## src/rtl/dm_arb_pkg.sv

```systemverilog
// rtl/dm_arb_pkg.sv - shared types, port ids and address check for the DataMemory arbiter
// Purpose: FSM state encoding, port index constants and the address legality check
//          used by data_mem_arbiter when it latches a request.
// Ports:   none (package).
package dm_arb_pkg;

  typedef enum logic [1:0] {
    IDLE  = 2'd0,
    ISSUE = 2'd1,
    DONE  = 2'd2
  } state_t;

  localparam logic PORT_CPU = 1'b0;
  localparam logic PORT_DBG = 1'b1;

  // Word-aligned and inside the implemented memory; widened to 64 bits so any
  // ADDR_W up to 64 can share one helper.
  function automatic logic addr_err(input logic [63:0] addr, input logic [63:0] memBytes);
    return (addr[1:0] != 2'b00) || (addr >= memBytes);
  endfunction

endpackage

```

## src/rtl/rr_pick2.sv

```systemverilog
// rtl/rr_pick2.sv - two-requester round-robin pick, purely combinational
// Purpose: choose one of two requesters; on contention the one that was not
//          granted last wins. Masked requesters are ignored.
// Ports:   req[1:0]  raw requests
//          last      index of the most recent grant
//          mask[1:0] 1 = ignore this requester
//          gnt_valid some unmasked requester is active
//          gnt_idx   chosen requester (meaningful when gnt_valid)
module rr_pick2 (
  input  logic [1:0] req,
  input  logic       last,
  input  logic [1:0] mask,
  output logic       gnt_valid,
  output logic       gnt_idx
);

  logic [1:0] eligible;

  assign eligible  = req & ~mask;
  assign gnt_valid = |eligible;

  always_comb begin
    gnt_idx = 1'b0;
    if (eligible == 2'b11) begin
      gnt_idx = ~last;
    end else if (eligible[1]) begin
      gnt_idx = 1'b1;
    end
  end

endmodule

```

## src/rtl/data_mem_arbiter.sv

```systemverilog
// rtl/data_mem_arbiter.sv - two-port round-robin sequencer in front of single-port DataMemory
// Purpose: grant one of two requesters, drive the memory strobe for exactly one
//          cycle (ISSUE), then return ack/err/rdata in the following cycle (DONE).
//          Misaligned or out-of-range addresses complete with err and never strobe.
// Ports:   clk, rst_n                        clock, synchronous active-low reset
//          pN_req/we/addr/wdata (N=0,1)      request held stable until pN_ack
//          pN_ack/err/rdata                  completion pulse, error flag, load data
//          mem_read/mem_write/mem_addr/mem_wdata  DataMemory controls
//          mem_rdata                         DataMemory read data
//          busy                              high in ISSUE and DONE
module data_mem_arbiter
  import dm_arb_pkg::*;
#(
  parameter int unsigned ADDR_W    = 32,
  parameter int unsigned DATA_W    = 32,
  parameter int unsigned MEM_BYTES = 1024
) (
  input  logic              clk,
  input  logic              rst_n,
  input  logic              p0_req,
  input  logic              p0_we,
  input  logic [ADDR_W-1:0] p0_addr,
  input  logic [DATA_W-1:0] p0_wdata,
  output logic              p0_ack,
  output logic              p0_err,
  output logic [DATA_W-1:0] p0_rdata,
  input  logic              p1_req,
  input  logic              p1_we,
  input  logic [ADDR_W-1:0] p1_addr,
  input  logic [DATA_W-1:0] p1_wdata,
  output logic              p1_ack,
  output logic              p1_err,
  output logic [DATA_W-1:0] p1_rdata,
  output logic              mem_read,
  output logic              mem_write,
  output logic [ADDR_W-1:0] mem_addr,
  output logic [DATA_W-1:0] mem_wdata,
  input  logic [DATA_W-1:0] mem_rdata,
  output logic              busy
);

  state_t state;
  logic   lastGrant;
  logic   winner;
  logic   latchWe;
  logic   latchErr;

  logic              gntValid;
  logic              gntIdx;
  logic              pickLast;
  logic [1:0]        pickMask;
  logic              selWe;
  logic [ADDR_W-1:0] selAddr;
  logic [DATA_W-1:0] selWdata;
  logic              selErr;
  logic              doLatch;

  // In DONE the winner's req is still high; mask it so only the other port
  // can be picked. In IDLE both are eligible and lastGrant breaks ties.
  always_comb begin
    pickLast = lastGrant;
    pickMask = 2'b00;
    if (state == DONE) begin
      pickLast = winner;
      pickMask = (winner == PORT_DBG) ? 2'b10 : 2'b01;
    end
  end

  rr_pick2 uPick (
    .req       ({p1_req, p0_req}),
    .last      (pickLast),
    .mask      (pickMask),
    .gnt_valid (gntValid),
    .gnt_idx   (gntIdx)
  );

  assign selWe    = (gntIdx == PORT_DBG) ? p1_we    : p0_we;
  assign selAddr  = (gntIdx == PORT_DBG) ? p1_addr  : p0_addr;
  assign selWdata = (gntIdx == PORT_DBG) ? p1_wdata : p0_wdata;
  assign selErr   = addr_err(64'(selAddr), 64'(MEM_BYTES));
  assign doLatch  = gntValid && ((state == IDLE) || (state == DONE));

  always_ff @(posedge clk) begin
    if (!rst_n) begin
      state     <= IDLE;
      lastGrant <= PORT_DBG;
      winner    <= PORT_CPU;
      latchWe   <= 1'b0;
      latchErr  <= 1'b0;
      mem_read  <= 1'b0;
      mem_write <= 1'b0;
      mem_addr  <= '0;
      mem_wdata <= '0;
      p0_ack    <= 1'b0;
      p0_err    <= 1'b0;
      p0_rdata  <= '0;
      p1_ack    <= 1'b0;
      p1_err    <= 1'b0;
      p1_rdata  <= '0;
      busy      <= 1'b0;
    end else begin
      // Pulses default low; strobes only ever live for the single ISSUE cycle.
      mem_read  <= 1'b0;
      mem_write <= 1'b0;
      p0_ack    <= 1'b0;
      p0_err    <= 1'b0;
      p1_ack    <= 1'b0;
      p1_err    <= 1'b0;

      // Strobes are registered here so they are high exactly during ISSUE.
      if (doLatch) begin
        winner    <= gntIdx;
        latchWe   <= selWe;
        latchErr  <= selErr;
        mem_addr  <= selAddr;
        mem_wdata <= selWdata;
        mem_write <= selWe && !selErr;
        mem_read  <= !selWe && !selErr;
      end

      case (state)
        IDLE: begin
          if (gntValid) begin
            state <= ISSUE;
            busy  <= 1'b1;
          end
        end
        ISSUE: begin
          // This edge is when memory commits the write / presents read data.
          state <= DONE;
          if (winner == PORT_DBG) begin
            p1_ack <= 1'b1;
            p1_err <= latchErr;
            if (!latchWe && !latchErr) p1_rdata <= mem_rdata;
          end else begin
            p0_ack <= 1'b1;
            p0_err <= latchErr;
            if (!latchWe && !latchErr) p0_rdata <= mem_rdata;
          end
        end
        DONE: begin
          lastGrant <= winner;
          if (gntValid) begin
            state <= ISSUE;
          end else begin
            state <= IDLE;
            busy  <= 1'b0;
          end
        end
        default: begin
          state <= IDLE;
          busy  <= 1'b0;
        end
      endcase
    end
  end

endmodule

```

## config.mk

```make
export PLATFORM = sky130hd
export DESIGN_NAME = data_mem_arbiter
export DESIGN_NICKNAME = d
export VERILOG_FILES = /design/src/rtl/dm_arb_pkg.sv /design/src/rtl/rr_pick2.sv /design/src/rtl/data_mem_arbiter.sv
export SDC_FILE = /design/constraint.sdc
export NUM_CORES = 1
export LEC_CHECK = 0
export ABC_AREA = 1
export CAP_MARGIN = 20
export CORE_AREA = 5 5 126 128
export DETAILED_ROUTE_END_ITERATION = 10
export DIE_AREA = 0 0 131 133
export PLACE_DENSITY = 0.81
export SLEW_MARGIN = 10
export SYNTH_ARGS = -nofsm -noshare
export SYNTH_HDL_FRONTEND = slang
export SYNTH_HIERARCHICAL = 1
export SYNTH_SLANG_ARGS = --single-unit
```

## constraint.sdc

```tcl
create_clock -name clk -period 2.5 [get_ports clk]
set_clock_uncertainty 0.15 [all_clocks]
set_input_delay 0.25 -clock clk [delete_from_list [all_inputs] [get_ports clk]]
set_output_delay 0.25 -clock clk [all_outputs]
set_load 0.005 [all_outputs]
```

======== Word level (Yosys, flattened, before mapping) ========
Index checks and enable logic that the tools add are counted.
W data, S select, Z words.
operators by class
  $lt $le $gt $ge ......................... 1
  equality and inequality tests ........... 5
  muxes and demuxes ....................... 16
  bitwise operators ....................... 6
  reduce and logical (&&, ||, !) cells .... 20
operators with widths
  kind                    count
  $mux W32                2
  $ge A32 B11 Y1 const B  1
  $reduce_and A3 Y1       4
  $mux W1                 9
  $mux W2                 3
  $pmux W2 S3             1
  $eq A2 B2 Y1 const B    2
  $logic_and A1 B1 Y1     4
  $logic_not A1 Y1        4
  $ne A2 B2 Y1 const B    2
  $not A1 Y1              4
  $reduce_and A2 Y1       2
  $pmux W1 S3             1
  $reduce_or A3 Y1        1
  $and A2 B2 Y2           1
  $eq A2 B1 Y1 const B    1
  $logic_not A2 Y1        1
  $logic_or A1 B1 Y1      2
  $not A2 Y2              1
  $reduce_bool A2 Y1      1
  $reduce_or A2 Y1        1
word-level totals
  bits in registers ....................... 141
  input port bits ......................... 166
  output and inout port bits .............. 135
  logic and storage cells ................. 64

======== Logic depth before layout (Yosys ltp) ========
Gate-level depths: netlist (run 1).
  depth in word-level cells ............... 11
  mapped depth ............................ 20

======== Cells and area by module ========
The synthesis (run 1) kept the hierarchy.
by module, submodules not included
  module            times used  cells an instance  area each (µm²)
  data_mem_arbiter  1           758                5576.6
  rr_pick2          1           8                  32.5

======== Worst setup path before layout (run 1) ========
Ideal clock, no wire load.
  path type ............................... reg-to-reg
  start ................................... reg winner
  end ..................................... reg latchErr
  library setup time ...................... 0.109 ns
  data arrival time ....................... 1.728 ns
  required time ........................... 2.241 ns
  path slack .............................. 0.514 ns
  stages on the path, launching flop included .. 16
  path buffers ............................ 1
  clock period less this slack ............ 1.986 ns
  cells stage by stage .................... dfxtp_1 inv_1 nor2_1 a21oi_1 inv_1 nand3_1 nand2_1 inv_1 buf_6 or2_2 o21ai_1 nand3_1 nor2_2 nand3_1 nand2_1 inv_1
between the ends
  longest elaborated chain between the ends .. 9
RTL lines
  element                                                      line                            RTL
  start: declaration                                           data_mem_arbiter.sv:44          logic winner;
  start signal: assignment                                     data_mem_arbiter.sv:112         winner <= gntIdx;
  $mux W2 (*)                                                  data_mem_arbiter.sv:65          pickMask = (winner == PORT_DBG) ? 2'b10 : 2'b01;
  $mux W2 (*)                                                  data_mem_arbiter.sv:63          if (state == DONE) begin
  via pickMask[1]                                              data_mem_arbiter.sv:51          logic [1:0] pickMask;
  $not A2 Y2 (*)                                               rr_pick2.sv:19                  assign eligible = req & ~mask;
  $and A2 B2 Y2 (*)                                            rr_pick2.sv:19
  $eq A2 B2 Y1 / $mux W1 (equally long branches)               rr_pick2.sv:24, rr_pick2.sv:26
  $mux W1 (*)                                                  rr_pick2.sv:24                  if (eligible == 2'b11) begin
  via gntIdx                                                   data_mem_arbiter.sv:49          logic gntIdx;
  $mux W32 (*)                                                 data_mem_arbiter.sv:78          assign selAddr = (gntIdx == PORT_DBG) ? p1_addr : p0_addr;
  $ge A32 B11 Y1 / $reduce_bool A2 Y1 (equally long branches)  dm_arb_pkg.sv:19                return (addr[1:0] != 2'b00) || (addr >= memBytes);
  $logic_or A1 B1 Y1 (*)                                       dm_arb_pkg.sv:19
  end signal: assignment                                       data_mem_arbiter.sv:114         latchErr <= selErr;
  end: declaration                                             data_mem_arbiter.sv:46          logic latchErr;
The timed path passes the listed nets; every way through them passes the cells marked *.
A chain may end at the register's enable or synchronous reset.

======== Worst setup path in the final report (run 1) ========
  start ................................... reg state[0]
  end ..................................... reg latchErr
between the ends
  longest elaborated chain between the ends .. 9
RTL lines
  element                                                      line                            RTL
  start: declaration                                           data_mem_arbiter.sv:42          state_t state;
  start signal: assignment                                     data_mem_arbiter.sv:85          state <= IDLE;
  start signal: assignment                                     data_mem_arbiter.sv:124         state <= ISSUE;
  start signal: assignment                                     data_mem_arbiter.sv:130         state <= DONE;
  $eq A2 B2 Y1 (*)                                             data_mem_arbiter.sv:63
  $mux W2 (*)                                                  data_mem_arbiter.sv:63
  via pickMask[1]                                              data_mem_arbiter.sv:51
  $not A2 Y2 (*)                                               rr_pick2.sv:19
  $and A2 B2 Y2 (*)                                            rr_pick2.sv:19
  $eq A2 B2 Y1 / $mux W1 (equally long branches)               rr_pick2.sv:24, rr_pick2.sv:26
  $mux W1 (*)                                                  rr_pick2.sv:24
  via gntIdx                                                   data_mem_arbiter.sv:49
  $mux W32 (*)                                                 data_mem_arbiter.sv:78
  $ge A32 B11 Y1 / $reduce_bool A2 Y1 (equally long branches)  dm_arb_pkg.sv:19
  $logic_or A1 B1 Y1 (*)                                       dm_arb_pkg.sv:19
Marks and branches as above.

==> results of run 1 <==
## placed cells by master (no fill, tap or decap), drive strengths merged
cell           count
clkinvlp           2
bufinv             2
clkdlybuf4s50    299
buf               17
clkbuf            20
nor3               2
a21oi             89
nor2             147
clkinv             8
o21ai            138
a31oi             12
nor4               2
nand3              5
inv               48
dfxtp            141
nand2            126
or2                3
## cells in the mapped netlist, types with 2 or more instances
master      n
nor2_1    145
dfxtp_1   141
o21ai_0   134
nand2_1   125
a21oi_1    89
inv_1      45
clkbuf_1   33
a31oi_1    12
buf_6      11
buf_2       6
nand3_1     5
buf_1       4
o21ai_1     4
or2_2       3
nor2_2      2
nor3_1      2
nor4_1      2
## report_power, final
group,total [uW],switching (uW),internal (uW),leakage [uW]
Clock,2490,987,1500,0.000280
Combinational,1250,553,702,0.00252
Sequential,2530,91.2,2430,0.00116
## stage by stage
| step | std cells | worst slack (ps) | cell area, um2 | hold slack [ps] |
|---|---|---|---|---|
| 4_1_cts | 1244 | 108 | 9290 | 100 |
| 3_5_place_dp | 1213 | 149 | 8700 | 292 |
| 2_1_floorplan | 766 | 514 | 5610 | 235 |
| 5_1_grt | 1249 | 8.15 | 9390 | 135 |
| 6_report | 1249 | 187 | 9390 | 135 |
| 3_3_place_gp | 1213 | 179 | 8700 | 293 |
## worst max-delay path, cell delays in order, from the launching register on
cell,delay [ps]
dfxtp_1,300
inv_1,90
nand2_2,90
nor2_4,120
a21oi_2,50
inv_1,50
nand3_1,80
nand2_2,130
clkinv_4,70
buf_12,140
buf_4,130
or2_2,280
o21ai_1,100
nand3_1,110
nor2_2,130
nand3_1,90
nand2_1,60
inv_1,30
## per-layer routing
layer  wire [um]  part of all wire  GRT usage  vias up
li1            -                 -          -     3062
met1        8190              0.40      0.271     2880
met2       10100              0.49      0.375      222
met3        1470             0.072     0.0634       50
met4         641             0.031     0.0960        2
met5          11           0.00054          0        -
## logic make-up (layout without fill, tap and decap cells)
family,Yosys count,count (layout),share of synthesized area
compound gates,239,239,0.216
flops,141,141,0.503
simple gates,285,285,0.196
buf+inv,101,396,0.0850
## final cells by class
class	count	area, um2	share of cell area
Inverter	47	198	0.0210
Clock buffer	19	443	0.0472
Multi-Input combinational cell	524	2340	0.249
Sequential cell	141	2820	0.301
Timing Repair inverter	1	5.00	0.000533
Tap cell	188	235	0.0250
Timing Repair Buffer	317	3210	0.342
Clock inverter	12	138	0.0147
## state kept, by name, indices dropped and copies added, names as in the netlist, 2 cells and up
register   flops
state          2
p0_rdata      32
p1_rdata      32
mem_wdata     32
mem_addr      32
## worst paths after layout
check / slack [ps] / endpoint / cells after the start
worst max-delay path: 190 / latchErr$_SDFFE_PN0P_ / 17
worst min-delay path: 140 / mem_addr[12]$_SDFFE_PN0P_ / 3
worst max register to register: 190 / latchErr$_SDFFE_PN0P_ / 17
worst min register to register: 300 / lastGrant$_SDFF_PN1_ / 2
## timing repair
action | in CTS | in global routing
setup endpoints to repair | 0 | 5
buffers inserted | 0 | 3
resized for setup | 0 | 16
==> reports/metrics.csv, run 1 <==
stage,metric,value,unit
clock_network,cts_buffers,17,
floorplanning,die_height,133,um
yosys,synthesis.nets,932,
job,max_cap_violations,0,
route,drt-initial-drc-count,293,
yosys,synth_top_area_share,0.503,
placement,place_congestion,0.887,
cells_and_area,layout.nets,1215,
cells_and_area,fill_cells,1319,
sta,fmax,0.432,GHz
clock_network,h-tree-depth,4,
clock_network,clockRootBuffer,clkbuf_16,
yosys,synth_largest_area_cell,dfxtp_1,
sta,post-route-period-util,0.925,
grt,grt_pass1_vias,5980,
yosys,syn_area,5610,um2
power,power,6270,uW
placement,dp_hpwl,14400,um
sta,setup_viol,0,
yosys,synthArstFlopShare,0,
floorplanning,die_area,17400,um2
route,wirelength,20400,um
cells_and_area,area_delta_synth_final,67.4,%
route,post_drt_wl_per_cell,16.3,um
yosys,synth_ff_type,dfxtp_1,
cells_and_area,fin_util,0.637,
clock_network,cts_tree,yes,
grt,grt_pass1_wl,31100,um
power,power.density,667,nW/um2
floorplanning,die_x,131,um
sta,max_slew_margin,0.730,
yosys,synth_edf_count,0,
route,vias,6216,
clock_network,cts_hold_buf,0,
grt,antenna_found_initial,1,
floorplanning,initial_core_util,0.380,
outcome,status,completed,
sta,slew_viol_final,0,
yosys,syn_area_per_cell,7.32,um2
grt,grt_overflow_total,0,
floorplanning,core-area,14800,um2
power,leakage,0.00396,uW
route,drt-vias-per-instance,4.98,
sta,finalCriticalPeriod,2310,ps
clock_network,path_clk_slew,60,ps
yosys,synth-seq-cells,141,
setup_path,cp.arrival,2470,ps
route,drc,0,
sta,grt_setup_unrepaired,no,
floorplanning,rows,45,
yosys,ys_types,20,
min_path,min-delay-start,rst_n,
setup_path,path_max_fanout,4,
power,irDropWorstVdd,0.458,mV
yosys,ys_seq_area_frac,0.503,
placement,port_buffers,300,
yosys,synth_warnings,6,
min_path,hp-class,input port to register,
cells_and_area,diodes,0,
floorplanning,io_pins,301,
setup_path,cp-startpoint,state[0]$_SDFFE_PN0P_,
yosys,ys_top_cells_by_area,"dfxtp_1, o21ai_0, nor2_1",
cells_and_area,drive_gt1_frac,0.0641,
sta,finalSetupTns,0,ps
grt,grt_max_degree,97,
setup_path,reg2reg_from,state[0]$_SDFFE_PN0P_,
route,firstDrtPassIters,4,
route,ant_nets,0,
setup_path,worstSetupPathType,register to register,
clock_network,clk_path_buf_depth,2,
setup_path,required,2660,ps
clock_network,clk_latency,410,ps
sta,worst_slew_pin_slew,405,ps
sta,hold_viol,0,
clock_network,clock-sinks,141,
setup_path,cp-start-kind,register,
grt,track_usage,0.226,
yosys,syn_inst,766,
setup_path,cp-end-kind,register,
Power figures use the tool's default switching activity.
==> inputs of run 2 (changes only) <==
--- a/config.mk
+++ b/config.mk
@@ -7,5 +7,4 @@
 export LEC_CHECK = 0
 export ABC_AREA = 1
-export CAP_MARGIN = 20
 export CORE_AREA = 5 5 126 128
 export DETAILED_ROUTE_END_ITERATION = 10
==> constraint.sdc (replaced) <==
create_clock -name clk -period 2.5 [get_ports clk]
set_clock_uncertainty 0.15 [all_clocks]
set_input_delay 0.375 -clock clk [delete_from_list [all_inputs] [get_ports clk]]
set_output_delay 0.375 -clock clk [all_outputs]
set_load 0.005 [all_outputs]
==> reports/metrics.csv, run 2 (synthesis gave the netlist of run 1 again) <==
stage,metric,value,unit,change
sta,fmax,0.434,GHz,+0.39%
grt,grt_max_degree,58,,-40%
floorplanning,rows,45,,unchanged
setup_path,cp-startpoint,state[0]$_SDFFE_PN0P_,,
sta,setup_ws,196,ps,+9.07 ps
route,wirelength,20000,um,-2.2%
floorplanning,die_area,17400,um2,unchanged
route,drt-vias-per-instance,4.94,,-0.82%
sta,post-route-period-util,0.922,,-0.00363
clock_network,cts_buffers,17,,unchanged
setup_path,required,2660,ps,about the same
sta,worst_slew_pin_slew,1100,ps,+698 ps
floorplanning,initial_core_util,0.380,,unchanged
setup_path,path_max_fanout,18,,+14
clock_network,post_cts_resized,0,,unchanged
sta,finalCriticalPeriod,2300,ps,-9.07 ps
clock_network,clock-sinks,141,,unchanged
placement,place_ws,109,ps,-39.8 ps
clock_network,cts_tree,yes,,
min_path,hp-class,register to register,,
clock_network,post_cts_buffers,0,,unchanged
cells_and_area,fill_cells,1305,,-1.1%
placement,dp_hpwl,14000,um,-2.8%
cells_and_area,diodes,0,,unchanged
floorplanning,core-area,14800,um2,unchanged
cells_and_area,final_cell_mix,"clkdlybuf4s50_1, nor2_1, dfxtp_1",,
clock_network,clk_latency,400,ps,about the same
power,leakage,0.00397,uW,+0.30%
sta,finalSetupTns,0,ps,unchanged
grt,antenna_found_initial,0,,-1
route,ant_nets,0,,unchanged
sta,hold_viol,0,,unchanged
route,post_drt_wl_per_cell,16.0,um,-1.9%
power,power.density,698,nW/um2,+4.7%
sta,setup_viol,0,,unchanged
setup_path,cp-start-kind,register,,
grt,track_usage,0.221,,-0.00469
clock_network,cts_hold_buf,0,,unchanged
route,firstDrtPassIters,5,,+1
floorplanning,io_pins,301,,unchanged
clock_network,clockRootBuffer,clkbuf_16,,
setup_path,cp-end-kind,register,,
route,drt-initial-drc-count,425,,+45%
min_path,min-delay-start,lastGrant$_SDFF_PN1_,,
cells_and_area,drive_gt1_frac,0.0577,,-0.00643
placement,place_congestion,0.907,,+2.3%
job,max_cap_violations,0,,unchanged
placement,port_buffers,300,,unchanged
outcome,status,completed,,
route,vias,6150,,-1.1%
grt,grt_pass1_wl,30500,um,-2.0%
cells_and_area,layout.nets,1211,,-0.33%
grt,grt_overflow_total,0,,unchanged
clock_network,h-tree-depth,4,,unchanged
setup_path,cp.arrival,2460,ps,about the same
cells_and_area,layout_commonest_cell,clkdlybuf4s50_1,,
sta,slew_viol_final,0,,unchanged
route,drc,0,,unchanged
sta,max_slew_margin,0.264,,-0.466
power,irDropWorstVdd,0.451,mV,-1.4%
floorplanning,die_height,133,um,unchanged
cells_and_area,area_delta_synth_final,67.8,%,
grt,grt_pass1_vias,5862,,-2.0%
setup_path,worstSetupPathType,register to register,,
clock_network,path_clk_slew,60,ps,about the same
cells_and_area,fin_util,0.638,,+0.00144
floorplanning,die_x,131,um,unchanged
setup_path,reg2reg_from,state[0]$_SDFFE_PN0P_,,
clock_network,clk_path_buf_depth,2,,unchanged
run 2: cell type report:
| cell class | instances | area (um2) | share of cell area |
|---|---|---|---|
| clock inverter | 10 | 184 | 0.0195 |
| sequential | 141 | 2820 | 0.300 |
| clock buffer | 22 | 474 | 0.0504 |
| inverter | 47 | 186 | 0.0198 |
| timing repair buffer | 314 | 3190 | 0.338 |
| tap | 188 | 235 | 0.0250 |
| multi-input combinational | 524 | 2320 | 0.247 |
run 2: where the power goes:
part           leakage [uW]  internal, uW  switching (uW)  total (uW)
logic               0.00249           698             543        1240
registers           0.00116          2430            87.9        2520
clock network      0.000317          1850             957        2810
total               0.00397          4980            1590        6570
run 2: through the flow:
step | hold WS, ps | instance area [um2] | cells | total power (uW)
after global placement | 290 | 8720 | 1213 | 3790
after detailed placement | 296 | 8720 | 1213 | 3790
after global routing | 329 | 9410 | 1246 | 6860
after CTS | 309 | 9380 | 1245 | 6610
after floorplan | 275 | 5610 | 766 | 3030
final | 302 | 9410 | 1246 | 6570
run 2: per-layer routing:
metal / track usage / share of wire / vias up
met4: 0.0960 / 0.034 / 0
met1: 0.267 / 0.40 / 2811
met2: 0.364 / 0.49 / 241
met5: 0 / 0 / -
met3: 0.0630 / 0.073 / 47
li1: - / - / 3051
run 2: final timing paths:
path | cells after the start | slack [ps] | end
hold / removal | 2 | 300 | lastGrant$_SDFF_PN1_
setup reg to reg | 16 | 200 | latchErr$_SDFFE_PN0P_
setup / recovery | 16 | 200 | latchErr$_SDFFE_PN0P_
hold reg to reg | 2 | 300 | lastGrant$_SDFF_PN1_
run 2: critical path, cell delays in order (launching register included):
cell and delay (ps):
dfxtp_1 300, inv_1 80, nand2_1 110, nor2_2 170, a21oi_1 70, inv_1 60, nand3_1 90, nand2_2 80
inv_4 70, clkbuf_16 180, or2_2 290, o21ai_1 120, nand3_1 120, nor2_2 120, nand3_1 90, nand2_1 70
inv_1 40
